`src/rtl/dispense_unit.sv`:
```
// Slot dispenser: runs the slot motor for MOTOR_CYCLES, waits up to TIMEOUT for a drop, then done/reject/jam.
// Requests are taken only in IDLE with no queueing; done/reject are one-cycle pulses, jam holds until jam_clr.
module dispense_unit #(
   parameter int MOTOR_CYCLES = 4,
   parameter int TIMEOUT      = 16,
   parameter int STOCK_W      = 4,
   parameter int STOCK_INIT   = 3,
   parameter int STOCK_MAX    = 15
) (
   input  logic       clk,
   input  logic       rst,
   input  logic       req,
   input  logic [1:0] slot,
   input  logic       drop_sensor,
   input  logic       restock,
   input  logic [1:0] restock_slot,
   input  logic       jam_clr,
   output logic       motor_en,
   output logic [1:0] motor_sel,
   output logic       busy,
   output logic       done,
   output logic       reject,
   output logic       jam,
   output logic [3:0] empty,
   output logic [2:0] state
);

   localparam logic [2:0] S_IDLE   = 3'd0;
   localparam logic [2:0] S_RUN    = 3'd1;
   localparam logic [2:0] S_WAIT   = 3'd2;
   localparam logic [2:0] S_DONE   = 3'd3;
   localparam logic [2:0] S_REJECT = 3'd4;
   localparam logic [2:0] S_JAM    = 3'd5;

   // One counter serves both the motor run and the drop timeout.
   localparam int CNT_MAX = (MOTOR_CYCLES > TIMEOUT) ? MOTOR_CYCLES : TIMEOUT;
   localparam int CNT_W   = (CNT_MAX > 1) ? $clog2(CNT_MAX) : 1;

   localparam logic [CNT_W-1:0]   RUN_LOAD  = CNT_W'(MOTOR_CYCLES - 1);
   localparam logic [CNT_W-1:0]   WAIT_LOAD = CNT_W'(TIMEOUT - 1);
   localparam logic [CNT_W-1:0]   CNT_ONE   = CNT_W'(1);
   localparam logic [STOCK_W-1:0] ST_INIT   = STOCK_W'(STOCK_INIT);
   localparam logic [STOCK_W-1:0] ST_MAX    = STOCK_W'(STOCK_MAX);
   localparam logic [STOCK_W-1:0] ST_ONE    = STOCK_W'(1);

   logic [2:0]         state_q, state_d;
   logic [CNT_W-1:0]   cnt_q, cnt_d;
   logic [1:0]         sel_q, sel_d;
   logic               drop_seen_q, drop_seen_d;
   logic [STOCK_W-1:0] stock_q [4];
   logic [STOCK_W-1:0] stock_d [4];

   always_ff @(posedge clk) begin
      if (rst) begin
         state_q     <= S_IDLE;
         cnt_q       <= '0;
         sel_q       <= 2'd0;
         drop_seen_q <= 1'b0;
         for (int i = 0; i < 4; i++) stock_q[i] <= ST_INIT;
      end else begin
         state_q     <= state_d;
         cnt_q       <= cnt_d;
         sel_q       <= sel_d;
         drop_seen_q <= drop_seen_d;
         for (int i = 0; i < 4; i++) stock_q[i] <= stock_d[i];
      end
   end

   always_comb begin
      state_d     = state_q;
      cnt_d       = cnt_q;
      sel_d       = sel_q;
      drop_seen_d = drop_seen_q;
      case (state_q)
         S_IDLE: begin
            if (req) begin
               sel_d       = slot;
               drop_seen_d = 1'b0;
               if (stock_q[slot] == '0) begin
                  state_d = S_REJECT;
               end else begin
                  state_d = S_RUN;
                  cnt_d   = RUN_LOAD;
               end
            end
         end
         S_RUN: begin
            if (drop_sensor) drop_seen_d = 1'b1;
            if (cnt_q == '0) begin
               // A drop on the last motor cycle still counts as a drop during RUN.
               if (drop_seen_q || drop_sensor) begin
                  state_d = S_DONE;
               end else begin
                  state_d = S_WAIT;
                  cnt_d   = WAIT_LOAD;
               end
            end else begin
               cnt_d = cnt_q - CNT_ONE;
            end
         end
         S_WAIT: begin
            if (drop_sensor)         state_d = S_DONE;
            else if (cnt_q == '0)    state_d = S_JAM;
            else                     cnt_d   = cnt_q - CNT_ONE;
         end
         S_DONE:   state_d = S_IDLE;
         S_REJECT: state_d = S_IDLE;
         S_JAM:    if (jam_clr) state_d = S_IDLE;
         default:  state_d = S_IDLE;
      endcase
   end

   // Restock is applied last so it overrides a same-cycle DONE decrement.
   always_comb begin
      for (int i = 0; i < 4; i++) stock_d[i] = stock_q[i];
      if (state_q == S_DONE && stock_q[sel_q] != '0)
         stock_d[sel_q] = stock_q[sel_q] - ST_ONE;
      if (restock)
         stock_d[restock_slot] = ST_MAX;
   end

   always_comb begin
      motor_en = (state_q == S_RUN);
      busy     = (state_q != S_IDLE);
      done     = (state_q == S_DONE);
      reject   = (state_q == S_REJECT);
      jam      = (state_q == S_JAM);
      for (int i = 0; i < 4; i++) empty[i] = (stock_q[i] == '0);
   end

   assign motor_sel = sel_q;
   assign state     = state_q;

endmodule

```
`config.mk`:
```
export PLATFORM = sky130hd
export DESIGN_NAME = dispense_unit
export DESIGN_NICKNAME = d
export VERILOG_FILES = /design/src/rtl/dispense_unit.sv
export SDC_FILE = /design/constraint.sdc
export NUM_CORES = 1
export LEC_CHECK = 0
export BUFFER_PORTS_ARGS = -buffer_cell sky130_fd_sc_hd__buf_2
export CAP_MARGIN = 10
export CELL_PAD_IN_SITES_DETAIL_PLACEMENT = 1
export CELL_PAD_IN_SITES_GLOBAL_PLACEMENT = 1
export CORE_ASPECT_RATIO = 1.5
export CORE_MARGIN = 4
export CORE_UTILIZATION = 45
export CTS_CLUSTER_DIAMETER = 150
export DETAILED_ROUTE_END_ITERATION = 12
export PLACE_DENSITY_LB_ADDON = 0.1
export SYNTH_ARGS = -nofsm -noshare
export SYNTH_HDL_FRONTEND = slang
export SYNTH_SLANG_ARGS = --single-unit
```
`constraint.sdc`:
```
create_clock -name clk -period 6.6 [get_ports clk]
set_clock_uncertainty 0.05 [all_clocks]
set_input_delay 0.33 -clock clk [delete_from_list [all_inputs] [get_ports clk]]
set_output_delay 0.33 -clock clk [all_outputs]
set_load 0.01 [all_outputs]
```
# == After elaboration in Yosys (flattened, before gate mapping) ==
# Memories as Yosys holds them, arrays and structs flattened. A register that Yosys moved wholly into a read port is not among the register bits.
# Index checks and enable logic that the tools add are counted.
# op_classes
n_addsub,2
order_cmp,4
n_eq_ne,14
muxes,34
bitwise_logic,7
n_reduce_logical,19
# op_table
operator,n
4-bit two-way mux,12
16-bit two-way mux,2
4-bit zero test,6
3-bit two-way mux,6
16-bit bitwise mux,1
4-bit demux with 2-bit select,2
16-bit OR,1
"2-bit inequality test, second input constant",6
3-bit one-hot mux with 4 select lines,1
4-bit one-hot mux with 3 select lines,1
"4-bit by 1-bit subtractor with 4-bit output, second input constant",2
"3-bit by 2-bit equality test with 1-bit output, second input constant",2
"3-bit equality test, second input constant",2
"3-bit >= comparator, second input constant",2
"3-bit by 1-bit < comparator with 1-bit output, second input constant",2
1-bit two-way mux,6
"3-bit inequality test, second input constant",2
2-bit inverter with 3-bit output,2
6-bit AND reduction,1
3-bit nonzero test,2
2-bit two-way mux,2
1-bit OR,4
4-bit AND reduction,1
4-bit nonzero test,1
other kinds (9),11
# word_totals
ff_bits,10
mem_bits_rw,16
inputBits,10
output_inout_bits,14
elab_cells,85
memories,1
# memory_table
name,words,width,read_ports,rd_ports_with_merged_regs,write_ports,line_no,source
stock_q,4,4,6,1,4,50,logic [STOCK_W-1:0] stock_q [4];

# == Depth between registers and ports, before layout ==
# Gate-level depths: netlist of run 1.
# depth
ltp_word,10
mapped_depth,9
depth_no_buf,8

# == Worst setup path after synthesis of run 1 ==
# No wires, ideal clock.
# synth_path
path_kind,flip-flop to flip-flop
start,reg (tool-made name)
end,mem stock_q[2][2]
setup_ns,0.132
arrival_ns,2.159
t_required_ns,6.418
setup_slack_ns,4.259
stages_incl_launch_ff,10
path_buffers,1
period_less_slack_ns,2.341
path_cell_list,dfxtp_1 mux4_1 inv_1 ha_1 clkinv_1 or3_1 buf_6 nand4b_4 mux2i_1 a21oi_1
# synth_rtl
item,line_no
"end, declared",50

==> results.md, run 1 <==
- Distinct cells, synth: 46
- Die ar.: 0.00442 mm2
- Synth Warn #: 0
- RePlAce Congestion: 0.861
- Design area: 0.00171 mm2
- Fmax: 378 MHz
- CTS tree: done
- First-pass GRT wire length: 7030 um
- Setup CP Type: reg -> reg
- Antenna violations before repair: 0
- Reg-to-reg endpoint: stock_q[1][2]
- Layout cells sized above 1: 0.195
- Starting density of the core: 0.475
- Final std cells w/o fill: 225
- Post-Route WL: 4290 um
- Chip Width: 55.6 um
- Count of input and output buffers: 23
- Main synth FF type: dfxtp_1
- Minimum clock period: 2.65 ns
- Status: finished, final reports clean
- DR DRC count: 0
- Post-Syn Nets: 177
- Syn Inst Count: 165
- Worst slew pin tran: 0.599 ns
- Antenna-violating nets left: 0
- Area after DPL: 0.00167 mm2
- Cts bufs inserted: 3
- CTS Hold Buffers Added: 0
- Crit share post-route: 0.401
- Fillcell total: 389
- CP required: 6.70 ns
- Worst Reg-to-Reg Cells: 8
- Mapped Area: 0.00153 mm2
- Area growth from synthesis to final layout: 11.5%
- Post-synth ARST share: 0
- DP Cell Count: 222
- Register bit total from synthesis: 28
- Slew margin rel.: 0.598
- Number of max-cap violations: 0
- Leak: 0.773 nW
- First-pass DRT Iterations: 6
- Syn avg cell area: 9.28 um2
- Core area: 0.00322 mm2
- Setup Viol. Count Final: 0
- Max IR drop VDD: 0.000187 V
- Area of the multi-input gates: 907 um2
- Power, Total: 0.512 mW
- Post-synthesis sequential area ratio: 0.366
- Post-synth EDFFs: 0
- Nets: 199
- Min-delay worst type: in -> reg
- Clk slew on worst S/H paths: 0.09 ns
- RSZ-0062 raised after global routing: false
- Reg2reg setup slack: 3.95 ns
- Clock Tree Root: clkbuf_8
- Hold depth: 3
- DPL Wire Length: 3490 um
- Vias per cell: 6.10
- Placement Rows: 25
- Vias in the first global route: 1499
- Total track usage: 0.204
- Initial DRC Count: 35
- Vias: 1373
- Die Y: 79.5 um
- Max FO, Critical Path: 6
- FF+latch area: 561 um2
- Hold Vio Cnt, Final: 0
- Worst skew pair latency: 0.27 ns
- Worst EP arrival: 2.74 ns
- Setup ws final: 3.95 ns
- DR WL/cell: 19.1 um
- N_diodes: 0
- Pwr dens: 300 mW/mm2
- Startpoint class of the critical path: register
- Setup bufs post-CTS: 0
- Htree depth: 1
- CTS sink cnt: 28
- CP endpoint kind: register
- Largest net degree at the start of global routing: 20
- I/O pins: 24
- Post-CTS sizing: 0
- Max clock buf depth: 2
- Dpl ws: 3.97 ns
- Final max-slew violation count: 0
- Gr ovfl total: 0
- Critical Path End: stock_q[1][2]
- Setup TNS: 0 ns
## final cells by class
cell class	instances	share of cell area
clock buffers	3	0.0242
well taps	40	0.0293
flip-flops and latches	28	0.328
multi-input cells	122	0.531
inverters	9	0.0198
repair buffers	23	0.0674
## per-stage QoR
stage                      util  hold slack, ns
final                     0.530           0.315
after CTS                 0.530           0.317
after detailed placement  0.517           0.451
after global placement    0.517           0.435
after global routing      0.530           0.328
after floorplan               -           0.407
## cells by family (layout without fill, tap and decap cells)
| kind of cell | Yosys count | in the layout | share of synthesized area |
|---|---|---|---|
| multiplexers | 13 | 13 | 0.131 |
| flip-flops | 28 | 28 | 0.366 |
| AND/OR/NAND/NOR | 61 | 61 | 0.241 |
| buffers and inverters | 15 | 35 | 0.0417 |
| XOR/XNOR | 3 | 3 | 0.0172 |
| adder cells (fa/ha/maj) | 2 | 2 | 0.0163 |
| AO/OA/AOI/OAI | 43 | 43 | 0.187 |
## state kept, by name (all words and copies together) (netlist names), named ones only
signal / count
stock_q: 16
motor_sel: 2
drop_seen_q: 1
state: 3
cnt_q: 4
## worst min-delay path by stage
stage,start,endpoint
3_3_place_gp,stock_q[0][0],stock_q[0][0]
4_1_cts,slot[1],register
6_report,slot[1],register
5_1_grt,slot[1],register
3_5_place_dp,cnt_q[0],cnt_q[0]
2_1_floorplan,stock_q[2][1],stock_q[2][1]
## cell usage in the layout (no fill, tap or decap), drive strengths merged, types with 3 or more instances in the layout
| cell type | netlist | routed |
|---|---|---|
| a21oi | 14 | 14 |
| and2 | 5 | 5 |
| buf | 1 | 23 |
| clkbuf | 5 | 3 |
| dfxtp | 28 | 28 |
| inv | 8 | 8 |
| mux2i | 8 | 8 |
| mux4 | 5 | 5 |
| nand2 | 16 | 16 |
| nand3 | 5 | 5 |
| nor2 | 13 | 13 |
| nor3 | 6 | 6 |
| nor4 | 4 | 4 |
| o211ai | 9 | 9 |
| o21ai | 4 | 4 |
## cell usage after synthesis (4+ instances only)
master     n  area share
a21oi_1   14       0.046
and2_1     5       0.020
clkbuf_1   5       0.012
dfxtp_1   28        0.37
inv_1      7       0.017
mux2i_1    8       0.052
nand2_1   16       0.039
nand3_1    4       0.013
nor2_1    12       0.029
nor3_1     6       0.020
nor4_1     4       0.016
o211ai_1   9       0.044
## worst max-delay path, cell delays in order, from the launching register on
cell and delay [ns]:
dfxtp_1 0.45, mux4_1 0.62, inv_1 0.08, ha_1 0.15
clkinv_1 0.09, or3_1 0.56, nand4b_4 0.21, mux2i_1 0.21
a21oi_1 0.09
## metal layers
| metal | vias to the layer above | wire length, um | part of all wire | track usage |
|---|---|---|---|---|
| li1 | 665 | - | - | - |
| met1 | 666 | 1610 | 0.38 | 0.191 |
| met2 | 26 | 2390 | 0.56 | 0.408 |
| met3 | 16 | 85 | 0.020 | 0.0210 |
| met4 | 0 | 200 | 0.047 | 0.129 |
| met5 | - | 0 | 0 | 0 |
## where the power goes
part	leakage, nW	switching (mW)	internal (mW)	total (mW)
combinational	0.523	0.113	0.0792	0.192
sequential	0.229	0.0358	0.192	0.228
clock	0.0216	0.0511	0.0410	0.0920
total	0.773	0.200	0.312	0.512
Note: power is estimated with default switching activity, not from simulation.
==> run 2, diff against run 1 <==
- ABC_AREA: default -> 1
- CORE_UTILIZATION: 45 -> 39
- clock period: 6.6 -> 2.6 ns (I/O delays scaled with it)
==> results.md, run 2 <==
- Worst Hold Launch: jam_clr (was slot[1])
- Worst Reg-to-Reg Cells: 10 (was 8)
- Main synth FF type: dfxtp_1 (unchanged)
- Slew margin rel.: 0.731 (was 0.598)
- Final max-slew violation count: 0 (unchanged)
- Max FO, Critical Path: 9 (was 6)
- Setup Viol. Count Final: 0 (unchanged)
- Distinct cells, synth: 26 (was 46)
- Dpl ws: 0.679 ns (was 3.97 ns)
- Worst slew pin tran: 0.404 ns (was 0.599 ns)
- Startpoint class of the critical path: register (unchanged)
- Vias per cell: 5.19 (was 6.10)
- Register bit total from synthesis: 28 (unchanged)
- Layout cells sized above 1: 0.126 (was 0.195)
- RePlAce Congestion: 0.872 (was 0.861)
- Most common cell after layout, fill and taps aside: nand2_1 (was dfxtp_1)
- Fillcell total: 565 (was 389)
- CP required: 2.72 ns (was 6.70 ns)
- First-pass DRT Iterations: 4 (was 6)
- Reg with most FFs: stock_q (unchanged)
- Hold depth: 4 (was 3)
- Number of max-cap violations: 0 (unchanged)
- Post-synthesis sequential area ratio: 0.348 (was 0.366)
- Clock Tree Root: clkbuf_8 (unchanged)
- CTS Hold Buffers Added: 0 (unchanged)
- Reg2reg setup slack: 0.68 ns (was 3.95 ns)
- Syn avg cell area: 6.35 um2 (was 9.28 um2)
- Power, Total: 1.60 mW (was 0.512 mW)
- Vias in the first global route: 1689 (was 1499)
- Setup ws final: 0.676 ns (was 3.95 ns)
- First-pass GRT wire length: 7690 um (was 7030 um)
- Synth area leader: dfxtp_1 (unchanged)
- Status: finished, final reports clean (unchanged)
- Clk slew on worst S/H paths: 0.10 ns (was 0.09 ns)
- Dominant cell by count in the synthesized netlist: nand2_1 (was dfxtp_1)
- Setup CP Type: reg -> reg (unchanged)
- Area after DPL: 0.00177 mm2 (was 0.00167 mm2)
- Post-Synth Simple-Gate Area: 0.454 (was 0.241)
- DR DRC count: 0 (unchanged)
- Chip Width: 60.5 um (was 55.6 um)
- Post-synth ARST share: 0 (unchanged)
- Max reg flops: 16 (unchanged)
- Cts bufs inserted: 3 (unchanged)
- Synth top area share: 0.348 (was 0.366)
- CTS tree: done (unchanged)
- Hold Vio Cnt, Final: 0 (unchanged)
- List of most frequent post-synthesis cells: 71 x nand2_1, 38 x nor2_1, 31 x nand3_1 (was 28 x dfxtp_1, 16 x nand2_1, 14 x a21oi_1)
- Largest net degree at the start of global routing: 16 (was 20)
- Starting density of the core: 0.407 (was 0.475)
- CTS sink cnt: 28 (unchanged)
- Vias: 1677 (was 1373)
- Largest family of logic cells by synthesized area: simple AND/OR/NAND/NOR gates (unchanged)
- CP endpoint kind: register (unchanged)
- Gr ovfl total: 0 (unchanged)
- RSZ-0062 raised after global routing: false (unchanged)
- Crit share post-route: 0.740 (was 0.401)
- Die ar.: 0.00525 mm2 (was 0.00442 mm2)
- Htree depth: 1 (unchanged)
- Count of input and output buffers: 23 (unchanged)
- Synth Warn #: 0 (unchanged)
- Syn Inst Count: 254 (was 165)
- I/O pins: 24 (unchanged)
- Pwr dens: 877 mW/mm2 (was 300 mW/mm2)
- DR WL/cell: 14.4 um (was 19.1 um)
- Setup bufs post-CTS: 0 (unchanged)
- Synth Area in Compound Gates: 0.0884 (was 0.187)
- Max clock buf depth: 2 (unchanged)
- Antenna violations before repair: 0 (unchanged)
- Mapped Area: 0.00161 mm2 (was 0.00153 mm2)
- Die Y: 86.8 um (was 79.5 um)
- Post-Route WL: 4640 um (was 4290 um)
- Total track usage: 0.193 (was 0.204)
- Synth top area cells: dfxtp_1 35%, nand2_1 17%, nand3_1 9.6%, nor2_1 8.8%, inv_1 6.7% (was dfxtp_1 37%, mux2i_1 5.2%, a21oi_1 4.6%, o211ai_1 4.4%, mux4_2 4.4%)
- Placement Rows: 28 (was 25)
- Fmax: 520 MHz (was 378 MHz)
- Most frequent cells in the layout: 71 x nand2_1, 38 x nor2_1, 31 x nand3_1, 29 x inv_1, 28 x dfxtp_1 (was 28 x dfxtp_1, 23 x buf_2, 16 x nand2_1, 14 x a21oi_1, 12 x nor2_1)
- DPL Wire Length: 3890 um (was 3490 um)
- Post-synth EDFFs: 0 (unchanged)
- Worst Hold Path EP: state[2]
- Worst EP arrival: 2.05 ns (was 2.74 ns)
- Post-Syn Nets: 266 (was 177)
- Nets: 291 (was 199)
- Post-synthesis xor/xnor area fraction: 0.0109 (was 0.0172)
- Synth Area in Adders: 0.0155 (was 0.0163)
- Setup TNS: 0 ns (unchanged)
- N_diodes: 0 (unchanged)
- Reg-to-reg endpoint: stock_q[2][3] (was stock_q[1][2])
- Worst skew pair latency: 0.28 ns (was 0.27 ns)
- Minimum clock period: 1.92 ns (was 2.65 ns)
- Leak: 0.947 nW (was 0.773 nW)
- Min-delay worst type: in -> reg (unchanged)
- Core area: 0.00396 mm2 (was 0.00322 mm2)
- Initial DRC Count: 46 (was 35)
- Max IR drop VDD: 0.000548 V (was 0.000187 V)
- Area of the multi-input gates: 917 um2 (was 907 um2)
- FF+latch area: 561 um2 (unchanged)
- Mux cell area share after synthesis: 0 (was 0.131)
- Area growth from synthesis to final layout: 12.9% (was 11.5%)
- Post-CTS sizing: 0 (unchanged)
- Design area: 0.00182 mm2 (was 0.00171 mm2)
- Antenna-violating nets left: 0 (unchanged)
-- run 2: worst max-delay path by stage --
stage | from | slack (ns) | cells after the start | endpoint
after floorplan | register | 0.96 | 12 | stock_q[2][3]
final | register | 0.68 | 10 | stock_q[2][3]
after global placement | register | 0.74 | 10 | stock_q[0][3]
after CTS | register | 0.66 | 10 | stock_q[2][3]
after global routing | register | 0.46 | 11 | stock_q[1][2]
after detailed placement | register | 0.68 | 10 | stock_q[0][3]
-- run 2: layout make-up --
type                       count  area share
inverter                      31      0.0639
timing repair buffer          23      0.0632
sequential                    28       0.308
clock buffer                   4      0.0302
multi-input combinational    192       0.504
tap                           45      0.0309
-- run 2: critical path: stages, from the launching register on --
cell	delay (ns)
dfxtp_1	0.50
inv_2	0.13
nand2_1	0.09
nand3_1	0.06
nand2_1	0.13
ha_1	0.25
nand3_4	0.13
nand3_1	0.22
nor2_1	0.09
nor2_1	0.11
nor2_1	0.04
-- run 2: logic make-up (layout without fill, tap and decap cells) --
kind of cell | after synthesis | count (layout)
compound gates | 25 | 25
simple gates | 163 | 163
flops | 28 | 28
buf+inv | 34 | 58
fa+ha+maj | 2 | 2
xor+xnor | 2 | 2
-- run 2: power by group --
group | switching, mW | leakage [nW] | internal, mW | total [mW]
clock | 0.139 | 0.0288 | 0.136 | 0.275
sequential | 0.0911 | 0.230 | 0.504 | 0.595
combinational | 0.478 | 0.688 | 0.248 | 0.726
-- run 2: through the flow --
| stage | hold slack (ns) | utilization | cells |
|---|---|---|---|
| detailed placement | 0.406 | 0.446 | 319 |
| finish | 0.105 | 0.460 | 323 |
| CTS | 0.114 | 0.460 | 323 |
| global route | 0.120 | 0.460 | 323 |
| floorplan | 0.261 | - | 254 |
| global placement | 0.400 | 0.446 | 319 |
-- run 2: metal layers --
layer,GRT usage,up-vias,part of all wire
met5,0,-,0
met3,0.0179,6,0.018
li1,-,877,-
met2,0.374,14,0.57
met1,0.213,780,0.39
met4,0.0513,0,0.015
==> run 3, diff against run 2 <==
- ABC_AREA: 1 -> 0
- CORE_UTILIZATION: 39 -> 38
- clock period: 2.6 -> 1.67 ns (I/O delays scaled with it)
==> results.md, run 3 (synthesized netlist as in run 1, its figures left out) <==
- Status: complete, but fails checks (was finished, final reports clean)
- Failing checks: negative setup slack
- Hold Vio Cnt, Final: 0 (unchanged)
- Vias in the first global route: 1713 (was 1689)
- Worst slew pin tran: 0.379 ns (was 0.404 ns)
- Met1 usage: 0.215 (was 0.213)
- Met3 Use GR: 0.0151 (was 0.0179)
- Worst EP arrival: 2.27 ns (was 2.05 ns)
- Gr ovfl total: 0 (unchanged)
- RePlAce Congestion: 0.858 (was 0.872)
- CTS sink cnt: 28 (unchanged)
- Max clock buf depth: 2 (unchanged)
- Min-delay worst type: in -> reg (unchanged)
- CP required: 1.78 ns (was 2.72 ns)
- Worst skew pair latency: 0.28 ns (about the same)
- Max FO, Critical Path: 4 (was 9)
- CP endpoint kind: register (unchanged)
- Pwr dens: 1110 mW/mm2 (was 877 mW/mm2)
- Placement Rows: 28 (unchanged)
- Number of max-cap violations: 0 (unchanged)
- Max reg flops: 16 (unchanged)
- Minimum clock period: 2.16 ns (was 1.92 ns)
- Vias: 1530 (was 1677)
- Area growth from synthesis to final layout: 37.6% (was 12.9%)
- Core area: 0.00392 mm2 (was 0.00396 mm2)
- Setup CP Type: reg -> reg (unchanged)
- DR WL/cell: 18.8 um (was 14.4 um)
- Htree depth: 1 (unchanged)
- Layout cells sized above 1: 0.413 (was 0.126)
- Hold WS: 0.0534 ns (was 0.105 ns)
- Nets: 236 (was 291)
- Final max-slew violation count: 0 (unchanged)
- Die ar.: 0.00513 mm2 (was 0.00525 mm2)
- Antenna violations before repair: 0 (unchanged)
- Count of input and output buffers: 23 (unchanged)
- Slew margin rel.: 0.747 (was 0.731)
- Fmax: 463 MHz (was 520 MHz)
- CTS Hold Buffers Added: 0 (unchanged)
- Max IR drop VDD: 0.000695 V (was 0.000548 V)
- Total track usage: 0.214 (was 0.193)
- Chip Width: 59.8 um (was 60.5 um)
- Startpoint class of the critical path: register (unchanged)
- Crit share post-route: 1.29 (was 0.740)
- First-pass GRT wire length: 8310 um (was 7690 um)
- Power, Total: 2.35 mW (was 1.60 mW)
- Setup ws final: -0.489 ns (was 0.676 ns)
- Clock Tree Root: clkbuf_8 (unchanged)
- Hold depth: 3 (was 4)
- Leak: 1.00 nW (was 0.947 nW)
- Worst Reg-to-Reg Cells: 8 (was 10)
- Final design utilization: 0.537 (was 0.460)
- N_diodes: 0 (unchanged)
- CTS tree: done (unchanged)
- Vias per cell: 5.71 (was 5.19)
- DR DRC count: 0 (unchanged)
- Most frequent cells in the layout: 33 x buf_4, 26 x dfxtp_1, 23 x buf_2, 14 x a21oi_1 (was 71 x nand2_1, 38 x nor2_1, 31 x nand3_1, 29 x inv_1, 28 x dfxtp_1)
- Reg with most FFs: stock_q (unchanged)
- Post-Route WL: 5030 um (was 4640 um)
- Most common cell after layout, fill and taps aside: buf_4 (was nand2_1)
- DPL Wire Length: 4030 um (was 3890 um)
- Antenna-violating nets left: 0 (unchanged)
- Cts bufs inserted: 3 (unchanged)
- Initial DRC Count: 37 (was 46)
- Starting density of the core: 0.390 (was 0.407)
- I/O pins: 24 (unchanged)
- Die Y: 85.8 um (was 86.8 um)
- Largest net degree at the start of global routing: 20 (was 16)
- Clk slew on worst S/H paths: 0.10 ns (about the same)
- Setup Viol. Count Final: 21 (was 0)
- First-pass DRT Iterations: 4 (unchanged)
- GR peak layer: met2 (unchanged)
- Dpl ws: -0.654 ns (was 0.679 ns)
- GR Layer Usage met2: 0.427 (was 0.374)
- Setup TNS: -7.99 ns (was 0 ns)
- RSZ-0062 raised after global routing: true (was false)
-- run 3: cell count changes in the layout (fill, tap and decap cells not counted), sizes merged, moves of 8 or more --
cell   delta
nor2     -26
nand2    -55
nand3    -28
buf      +37
mux2i     +8
inv      -22
-- run 3: cell type report --
type	count	area, um2
Timing Repair Buffer	60	408
Inverter	9	36.3
Tap cell	45	56.3
Clock buffer	4	66.3
Sequential cell	28	566
Multi-Input combinational cell	122	975
Fill cell	476	1820
-- run 3: final timing paths --
kind	startpoint	endpoint	slack (ns)
hold / removal	slot[0]	register	0.05
setup reg to reg	register	stock_q[1][3]	-0.49
setup / recovery	register	stock_q[1][3]	-0.49
hold reg to reg	cnt_q[0]	cnt_q[0]	0.46
-- run 3: per-layer routing --
metal,vias up,routed length (um)
met5,-,0
met4,0,162
met3,12,109
met2,31,2990
met1,754,1760
li1,733,-
-- run 3: what timing repair did --
| action | CTS | global route |
|---|---|---|
| endpoints found under the hold margin | 0 | 0 |
| setup endpoints to repair | 22 | 23 |
| gates resized for setup | 11 | 7 |
| pin swaps | 2 | 11 |
| buffers inserted | 0 | 0 |
-- run 3: report_power, final --
| part | internal (mW) | leakage, nW | switching (mW) |
|---|---|---|---|
| clock | 0.261 | 0.0339 | 0.224 |
| sequential | 0.761 | 0.229 | 0.0962 |
| combinational | 0.456 | 0.738 | 0.548 |
| total | 1.48 | 1.00 | 0.868 |
-- run 3: critical path: stages (launching register included) --
cell	delay [ns]
dfxtp_4	0.38
mux4_2	0.53
inv_2	0.09
ha_4	0.14
inv_4	0.03
or3_4	0.39
nand4b_4	0.14
mux2i_1	0.21
a21oi_1	0.08
-- run 3: through the flow --
| stage | cell area, um2 | cells |
|---|---|---|
| detailed placement | 1980 | 264 |
| global placement | 1980 | 264 |
| global route | 2110 | 268 |
| floorplan | 1560 | 165 |
| CTS | 2090 | 268 |
| finish | 2110 | 268 |
